`src/rtl/move_lifo_pkg.sv`:
```
// Shared types and defaults for the move LIFO.
package move_lifo_pkg;

  localparam int MOVE_W = 16;

  typedef enum logic {
    INIT = 1'b0,
    RUN  = 1'b1
  } state_e;

  typedef logic [MOVE_W-1:0] move_t;

endpackage

```
`src/rtl/move_lifo_stack_mem.sv`:
```
// Single-port synchronous RAM, read-first, one-cycle read latency.
module stack_mem #(
  parameter int WIDTH = 16,
  parameter int DEPTH = 16,
  localparam int AW = (DEPTH > 1) ? $clog2(DEPTH) : 1
) (
  input  logic             clk,
  input  logic [AW-1:0]    addr,
  input  logic             wren,
  input  logic [WIDTH-1:0] wdata,
  output logic [WIDTH-1:0] rdata
);

  logic [WIDTH-1:0] mem_q [DEPTH];

  // Read returns the pre-write contents when addr is written in the same cycle.
  always_ff @(posedge clk) begin
    rdata <= mem_q[addr];
    if (wren) mem_q[addr] <= wdata;
  end

endmodule

```
`src/rtl/move_lifo.sv`:
```
// Parametrised move-word LIFO with registered pop output, replace-top and sticky flags.
// Optional MOVE_LIFO_CLEAR_EN adds an INIT state that zeroes the RAM after reset.
module move_lifo
  import move_lifo_pkg::*;
#(
  parameter int WIDTH = MOVE_W,
  parameter int DEPTH = 16,
  localparam int CW = $clog2(DEPTH + 1)
) (
  input  logic             clk,
  input  logic             rst,
  input  logic             push,
  input  logic [WIDTH-1:0] move_in,
  input  logic             pop,
  input  logic             flush,
  output logic             ready,
  output logic [WIDTH-1:0] move_out,
  output logic             out_valid,
  output logic             empty,
  output logic             full,
  output logic [CW-1:0]    count,
  output logic             overflow,
  output logic             underflow
);

  localparam int            AW       = (DEPTH > 1) ? $clog2(DEPTH) : 1;
  localparam logic [CW-1:0] FULL_CNT = CW'(DEPTH);

  logic [CW-1:0]    count_q, count_d;
  logic             ovf_q, ovf_d;
  logic             udf_q, udf_d;
  logic             rd_pend_q, rd_pend_d;
  logic [WIDTH-1:0] move_out_q;
  logic             out_valid_q;

  logic [AW-1:0]    addr;
  logic             wren;
  logic [WIDTH-1:0] wdata;
  logic [WIDTH-1:0] rdata;

`ifdef MOVE_LIFO_CLEAR_EN
  state_e        state_q, state_d;
  logic [AW-1:0] init_addr_q, init_addr_d;

  always_ff @(posedge clk) begin
    if (rst) begin
      state_q     <= INIT;
      init_addr_q <= '0;
    end else begin
      state_q     <= state_d;
      init_addr_q <= init_addr_d;
    end
  end

  always_comb begin
    state_d     = state_q;
    init_addr_d = init_addr_q;
    if (state_q == INIT) begin
      init_addr_d = init_addr_q + AW'(1);
      if (init_addr_q == AW'(DEPTH - 1)) state_d = RUN;
    end
  end

  assign ready = (state_q == RUN);
`else
  assign ready = 1'b1;
`endif

  // Operation decode: flush wins, then replace-top, push, pop; guards keep count in range.
  always_comb begin
    count_d   = count_q;
    ovf_d     = ovf_q;
    udf_d     = udf_q;
    rd_pend_d = 1'b0;
    addr      = AW'(count_q);
    wren      = 1'b0;
    wdata     = move_in;
`ifdef MOVE_LIFO_CLEAR_EN
    if (state_q == INIT) begin
      addr  = init_addr_q;
      wren  = 1'b1;
      wdata = '0;
    end else
`endif
    if (flush) begin
      count_d = '0;
      ovf_d   = 1'b0;
      udf_d   = 1'b0;
    end else if (push && pop && (count_q != '0)) begin
      addr      = AW'(count_q - CW'(1));
      wren      = 1'b1;
      rd_pend_d = 1'b1;
    end else if (push) begin
      if (pop) udf_d = 1'b1;
      if (count_q == FULL_CNT) begin
        ovf_d = 1'b1;
      end else begin
        wren    = 1'b1;
        count_d = count_q + CW'(1);
      end
    end else if (pop) begin
      if (count_q == '0) begin
        udf_d = 1'b1;
      end else begin
        addr      = AW'(count_q - CW'(1));
        rd_pend_d = 1'b1;
        count_d   = count_q - CW'(1);
      end
    end
  end

  always_ff @(posedge clk) begin
    if (rst) begin
      count_q     <= '0;
      ovf_q       <= 1'b0;
      udf_q       <= 1'b0;
      rd_pend_q   <= 1'b0;
      out_valid_q <= 1'b0;
      move_out_q  <= '0;
    end else begin
      count_q     <= count_d;
      ovf_q       <= ovf_d;
      udf_q       <= udf_d;
      rd_pend_q   <= rd_pend_d;
      out_valid_q <= rd_pend_q;
      if (rd_pend_q) move_out_q <= rdata;
    end
  end

  stack_mem #(
    .WIDTH (WIDTH),
    .DEPTH (DEPTH)
  ) u_mem (
    .clk   (clk),
    .addr  (addr),
    .wren  (wren),
    .wdata (wdata),
    .rdata (rdata)
  );

  assign move_out  = move_out_q;
  assign out_valid = out_valid_q;
  assign count     = count_q;
  assign empty     = (count_q == '0);
  assign full      = (count_q == FULL_CNT);
  assign overflow  = ovf_q;
  assign underflow = udf_q;

endmodule

```
`config.mk`:
```
export PLATFORM = sky130hd
export DESIGN_NAME = move_lifo
export DESIGN_NICKNAME = d
export VERILOG_FILES = /design/src/rtl/move_lifo_pkg.sv /design/src/rtl/move_lifo_stack_mem.sv /design/src/rtl/move_lifo.sv
export SDC_FILE = /design/constraint.sdc
export NUM_CORES = 1
export LEC_CHECK = 0
export BUFFER_PORTS_ARGS = -buffer_cell sky130_fd_sc_hd__buf_2
export CAP_MARGIN = 20
export CORE_MARGIN = 10
export CORE_UTILIZATION = 65
export DETAILED_ROUTE_END_ITERATION = 8
export PLACE_DENSITY_LB_ADDON = 0.3
export SETUP_SLACK_MARGIN = 0.4
export SYNTH_ARGS = -nofsm -noshare
export SYNTH_HDL_FRONTEND = slang
export SYNTH_SLANG_ARGS = --single-unit
```
`constraint.sdc`:
```
create_clock -name clk -period 7.3 [get_ports clk]
set_input_delay 1.46 -clock clk [delete_from_list [all_inputs] [get_ports clk]]
set_output_delay 1.46 -clock clk [all_outputs]
set_load 0.02 [all_outputs]
```
==> metrics.cfg, run 1 <==
[pwr]
p_seq_frac = 0.500
power_density_nw_per_um2 = 260.6
p_leak_uw = 0.004841
ir_drop_mv = 0.2049
switching_share = 0.2382
pwr-share-comb = 0.106
p_total_uw = 3865
power_frac_clock = 0.394
intPower_uw = 2945
switching_power_uw = 920.5

[detailed_routing]
detail_route.iter0.violations = 1245
wl_per_cell_um = 27.00
num_vias = 8756
viasPerCell = 7.033
wl_um = 33610
dr.pass1.iters = 6
ant_nets = 0
drc_errors = 0

[cts]
hold_buffers = 0
clockBufferDepth = 3
cts.sinks = 297
cts_setup_buffers = 0
cts_buffers = 30
post_cts_resize_count = 0
clkLatencyLatePin_ps = 570
clockRootBuffer = clkbuf_16
cts.clk_slew.worst_paths_ps = 60
cts_tree = yes
cts-htree-levels = 1

[run_status]
outcome = completed

[setup_path]
timing.rr.end = u_mem.rdata[6]
crit_buf_inv = 3
critical_path_arrival_ps = 4640
cp_common_cell = buf_4
cp_slowest_cell = or4b_1
ff2ff_path_depth = 9
path_class = reg -> reg
crit_required_ps = 7740
regToRegSetupSlack_ps = 3100
cp_max_fo = 39
reg2reg_from = count[0]
start_kind = flop
cp-end-kind = flop
slowest_delay_ps = 610
cp_cell_sequence = clkinv_1 -> buf_4 -> ha_4 -> or4b_1 -> nand2_2 -> buf_4 -> mux2i_1 -> o221ai_1 -> or4_1
critPathTopFamily = simple AND/OR/NAND/NOR gates

[synth]
synth_cells = 925
synth_flop_cell = edfxtp_1
syn_avg_cell_area_um2 = 14.45
synth_fp_nets = 949
netlist_top_cells_area = edfxtp_1 (57%), mux4_2 (11%), dfxtp_1 (6.1%)
ys_ff_latch = 297
synth_area_um2 = 13370
yosysWarningCount = 0
synth-edff-count = 256
yosysTopAreaCell = edfxtp_1
yosysTopAreaCellShare = 0.5750
ys_seq_area_frac = 0.6363
synth_cell_types = 50
synthArstFlopShare = 0

[min_path]
hold_path_class = reg -> reg
hold_depth = 2
whs_endpoint = overflow
hp-start = overflow

[timing]
fin_ws_ps = 3105
rsz0062_at_grt = no
maxSlewViolCount = 0
period_share = 0.5747
setup_viol = 0
fin_skew_ps = 19.41
tightest_slew_ps = 1124
finalSetupTns_ps = 0
layout_min_cycle_time_ps = 4195
hold_viol_final = 0
fmax_ghz = 0.2384
holdWs_ps = 469.8
slew_headroom = 0.2510

[die]
initial_core_util = 0.6608
die_h_um = 163.4
core_area_um2 = 20230
rows = 52
die_w_um = 163.4
ios = 48
die_area_um2 = 26710

[flow_run]
maxCapViolations = 0

[global_route]
grt_pass1_vias = 8481
grt_use_total = 0.2488
grt_antenna_before_repair = 0
grt_pass1_wl_um = 50710
overflow = 0
grt_start_max_net_pins = 51

[final_layout]
drive_gt1_frac = 0.2154
syn_to_final_growth_pct = 10.92
seqCellArea_um2 = 8516
num-nets-final = 975
n_antenna_cell = 0
multi_input_area_um2 = 4574
fillerInstances = 1232
fin_cells = 1245

[place]
preCtsSetupSlack_ps = 3194
dp_cells = 1189
dp_hpwl_um = 20620
io_buffers = 46
gp_congestion = 0.8908

-- sequential cells by signal, indices dropped and copies added (netlist names) --
name,flops
count,5
move_out,16
out_valid,1
overflow,1
rd_pend_q,1
u_mem.mem_q,256
u_mem.rdata,16
underflow,1
-- worst min-delay path: stages (launching register included) --
cell and delay [ps]:
dfxtp_1 320, a31oi_1 40, nor2_1 70
-- through the flow --
step / utilization / instance area, um^2
global route: 0.7329 / 14830
CTS: 0.7329 / 14830
global placement: 0.6830 / 13820
detailed placement: 0.6838 / 13840
floorplan: - / 13370
finish: 0.7329 / 14830
-- layout by cell type (no fill, tap or decap), types with 3 or more instances in the layout --
cell	n
o221ai_1	17
mux4_2	63
or4_1	16
xnor2_1	4
nor2_2	11
buf_4	19
mux2_2	16
nor4_1	16
dfxtp_1	39
edfxtp_1	256
nor3_1	24
clkbuf_8	3
nand3_1	17
nor2_1	49
a21oi_1	44
o22ai_1	58
nand2_1	76
nand2b_1	4
buf_2	46
clkinv_1	6
a21oi_2	3
clkbuf_1	9
clkbuf_16	32
clkinv_2	3
o21ai_0	12
nor2b_1	4
mux2i_1	82
or3_1	4
-- cells by family after synthesis --
family	count (synthesis)	synth area share
compound gates	148	0.06803
other cells	1	0.0002805
xor+xnor	4	0.002620
mux	161	0.1810
buf+inv	76	0.02564
flops	297	0.6363
simple gates	235	0.08329
fa+ha+maj	3	0.002808
-- cells in the mapped netlist, types with 3 or more instances --
library cell / n
edfxtp_1: 256
buf_1: 6
mux2_2: 16
nand2_1: 77
nor2_1: 59
o221ai_1: 17
mux4_2: 63
nand2b_1: 4
mux2i_1: 82
dfxtp_1: 41
nand3_1: 17
ha_1: 3
or4_1: 16
xnor2_1: 4
buf_2: 15
nor4_1: 16
clkbuf_1: 43
o22ai_1: 58
o21ai_0: 14
a21oi_1: 46
nor2b_1: 4
nor3_1: 24
or3_1: 4
buf_4: 7
-- how the worst max path moves through the flow --
stage	from	endpoint	depth (start not counted)
after floorplan	count[0]	u_mem.mem_q[11][0]	14
after global placement	flush	u_mem.rdata[0]	6
after detailed placement	pop	u_mem.rdata[6]	7
after CTS	count[0]	empty	6
after global routing	count[0]	u_mem.rdata[6]	9
final	count[0]	u_mem.rdata[6]	9
-- power groups by stage --
stage | Clock, uW | Sequential [uW] | Combinational (uW)
floorplan | 0 | 1940 | 278
global placement | 0 | 1960 | 387
detailed placement | 0 | 1970 | 398
CTS | 1530 | 1930 | 400
global route | 1600 | 1940 | 432
finish | 1520 | 1930 | 409
-- metal layers --
layer  share of wire  vias up  GRT usage
met5               0        -          0
met1            0.38     4303     0.3449
li1                -     3728          -
met3            0.11       80    0.04279
met2            0.48      645     0.3939
met4           0.033        0    0.08443
-- area by class of cell --
type | count | area share
Tap cell | 270 | 0.02278
Clock buffer | 44 | 0.05906
Clock inverter | 12 | 0.008015
Timing Repair Buffer | 66 | 0.02615
Inverter | 4 | 0.001350
Multi-Input combinational cell | 552 | 0.3084
Sequential cell | 297 | 0.5742
Note: power is estimated with default switching activity, not from simulation.
==> run 2, diff against run 1 <==
Settings changed: CORE_UTILIZATION 65 to 62.
Clock period 7.3 ns to 4.1 ns, I/O delays scaled along.
==> metrics.cfg, run 2 (synthesis results as in run 1) <==
[run_status]
outcome = completed

[final_layout]
drive_gt1_frac = 0.2380  ; +0.02262
layout_common_cells = edfxtp_1 (256), mux2i_1 (82), nand2_1 (76)
num-nets-final = 1001  ; +2.7%
largest_reg_flops = 256  ; unchanged
top_register = u_mem.mem_q
syn_to_final_growth_pct = 12.03
final_common_cell = edfxtp_1

[global_route]
grt_pass1_vias = 8636  ; +1.8%
grt_antenna_before_repair = 3  ; +3
grt_start_max_net_pins = 57  ; +12%
grt_pass1_wl_um = 51230  ; +1.0%
grt_use_total = 0.2332  ; -0.01563
overflow = 0  ; unchanged

[timing]
period_share = 0.8510  ; +0.2763
rsz0062_at_grt = no
holdWs_ps = 470.1  ; +0.3200 ps
slew_headroom = 0.3625  ; +0.1115
tightest_slew_ps = 956.3  ; -167.3 ps
fmax_ghz = 0.2866  ; +20%
layout_min_cycle_time_ps = 3489  ; -706.0 ps
hold_viol_final = 0  ; unchanged
maxSlewViolCount = 0  ; unchanged
setup_viol = 0  ; unchanged
fin_skew_ps = 8.573  ; -10.84 ps
finalSetupTns_ps = 0  ; unchanged

[place]
dp_hpwl_um = 20620  ; about the same
io_buffers = 46  ; unchanged
gp_congestion = 0.8553  ; -4.0%

[detailed_routing]
wl_per_cell_um = 26.01  ; -3.7%
viasPerCell = 6.897  ; -1.9%
detail_route.iter0.violations = 1320  ; +6.0%
ant_nets = 0  ; unchanged
wl_um = 33190  ; -1.3%
num_vias = 8800  ; +0.50%
dr.pass1.iters = 6  ; unchanged
drc_errors = 0  ; unchanged

[setup_path]
ff2ff_path_depth = 8  ; -1
crit_buf_inv = 2  ; -1
critPathTopFamily = simple AND/OR/NAND/NOR gates
start_kind = flop
slowest_delay_ps = 620  ; about the same
cp_max_fo = 24  ; -38%
cp-end-kind = flop
worst-path-stages = 8  ; -1
path_class = reg -> reg
crit_start = count[1]
critical_path_arrival_ps = 3900  ; -740 ps
cp_cell_sequence = inv_1 -> ha_4 -> or4b_1 -> nand2_2 -> buf_4 -> mux2i_1 -> o221ai_1 -> or4_1
cp_slowest_cell = or4b_1
reg2reg_from = count[1]
crit_path_end = u_mem.rdata[0]
regToRegSetupSlack_ps = 610  ; -2490 ps
timing.rr.end = u_mem.rdata[0]
crit_required_ps = 4510  ; -3230 ps

[cts]
hold_buffers = 0  ; unchanged
clkLatencyLatePin_ps = 550  ; -20 ps
clockRootBuffer = clkbuf_16
cts_buffers = 30  ; unchanged
cts.clk_slew.worst_paths_ps = 60  ; about the same
cts.sinks = 297  ; unchanged
post_cts_resize_count = 0  ; unchanged
clockBufferDepth = 3  ; unchanged
cts-htree-levels = 1  ; unchanged
cts_tree = yes
cts_setup_buffers = 0  ; unchanged

[die]
die_w_um = 166.9  ; +2.1%
core_area_um2 = 21090  ; +4.2%
die_area_um2 = 27840  ; +4.2%
initial_core_util = 0.6340  ; -0.02674
rows = 53  ; +1.9%
ios = 48  ; unchanged
die_h_um = 166.9  ; +2.1%

[pwr]
p_total_uw = 6757  ; +75%
ir_drop_mv = 0.3546  ; +73%
power_density_nw_per_um2 = 451.1  ; +73%
p_leak_uw = 0.004957  ; +2.4%

[min_path]
hold_path_class = reg -> reg

[flow_run]
maxCapViolations = 0  ; unchanged

[run 2: changes by cell type in the layout (fill, tap and decap cells not counted)]
cell,delta
buf_4,+27
clkinv_2,+4
clkbuf_1,-2
clkbuf_8,-2
nor2_1,-2
nor2_2,+2
buf_8,-1
clkbuf_16,-1
clkinv_1,+1
clkinv_8,-1
diode_2,+1
[run 2: worst min path at each step]
stage          slack [ps]           end       startpoint  cells after the start
2_1_floorplan         440   move_out[0]   u_mem.rdata[0]                      2
3_3_place_gp          450   move_out[6]   u_mem.rdata[6]                      2
3_5_place_dp          450  move_out[14]  u_mem.rdata[14]                      2
4_1_cts               470  move_out[14]  u_mem.rdata[14]                      2
5_1_grt               500      overflow         overflow                      2
6_report              470  move_out[11]  u_mem.rdata[11]                      2
[run 2: through the flow]
| step | worst slack (ps) | cells | cell area [um^2] | utilization |
|---|---|---|---|---|
| after floorplan | 158.4 | 925 | 13390 | - |
| after global placement | 794.5 | 1220 | 14030 | 0.6655 |
| after detailed placement | 741.7 | 1220 | 14030 | 0.6655 |
| after CTS | 641.6 | 1275 | 14980 | 0.7102 |
| after global routing | 495.0 | 1275 | 14980 | 0.7102 |
| final | 610.9 | 1276 | 14980 | 0.7103 |
[run 2: report_power, final]
part	leakage, uW	internal [uW]	total [uW]	switching [uW]
combinational	0.00185	286	724	438
clock	0.000467	1520	2600	1080
sequential	0.00264	3360	3430	70.6
[run 2: routing by layer]
layer / up-vias / share of wire / track usage
met2: 562 / 0.47 / 0.3653
met1: 4390 / 0.40 / 0.3179
met3: 80 / 0.10 / 0.04895
li1: 3768 / - / -
met5: - / 0 / 0
met4: 0 / 0.031 / 0.08171
[run 2: final cells by class]
| cell class | instances | area, um^2 |
|---|---|---|
| clock buffers | 39 | 815.8 |
| fillers | 1322 | 6108 |
| multi-input cells | 552 | 4579 |
| well taps | 275 | 344.1 |
| flip-flops and latches | 297 | 8516 |
| repair buffers | 92 | 575.6 |
| inverters | 4 | 20.02 |
| diodes | 1 | 2.502 |
| clock inverters | 16 | 126.4 |
[run 2: worst register-to-register path, delay by kind of cell (launching register included)]
| family | cells | cell delay (ps) |
|---|---|---|
| adders and majority gates | 1 | 170 |
| DFF | 1 | 350 |
| AOI/OAI and AO/OA | 1 | 180 |
| buffers and inverters | 2 | 600 |
| and+or+nand+nor | 3 | 1720 |
| muxes | 1 | 340 |
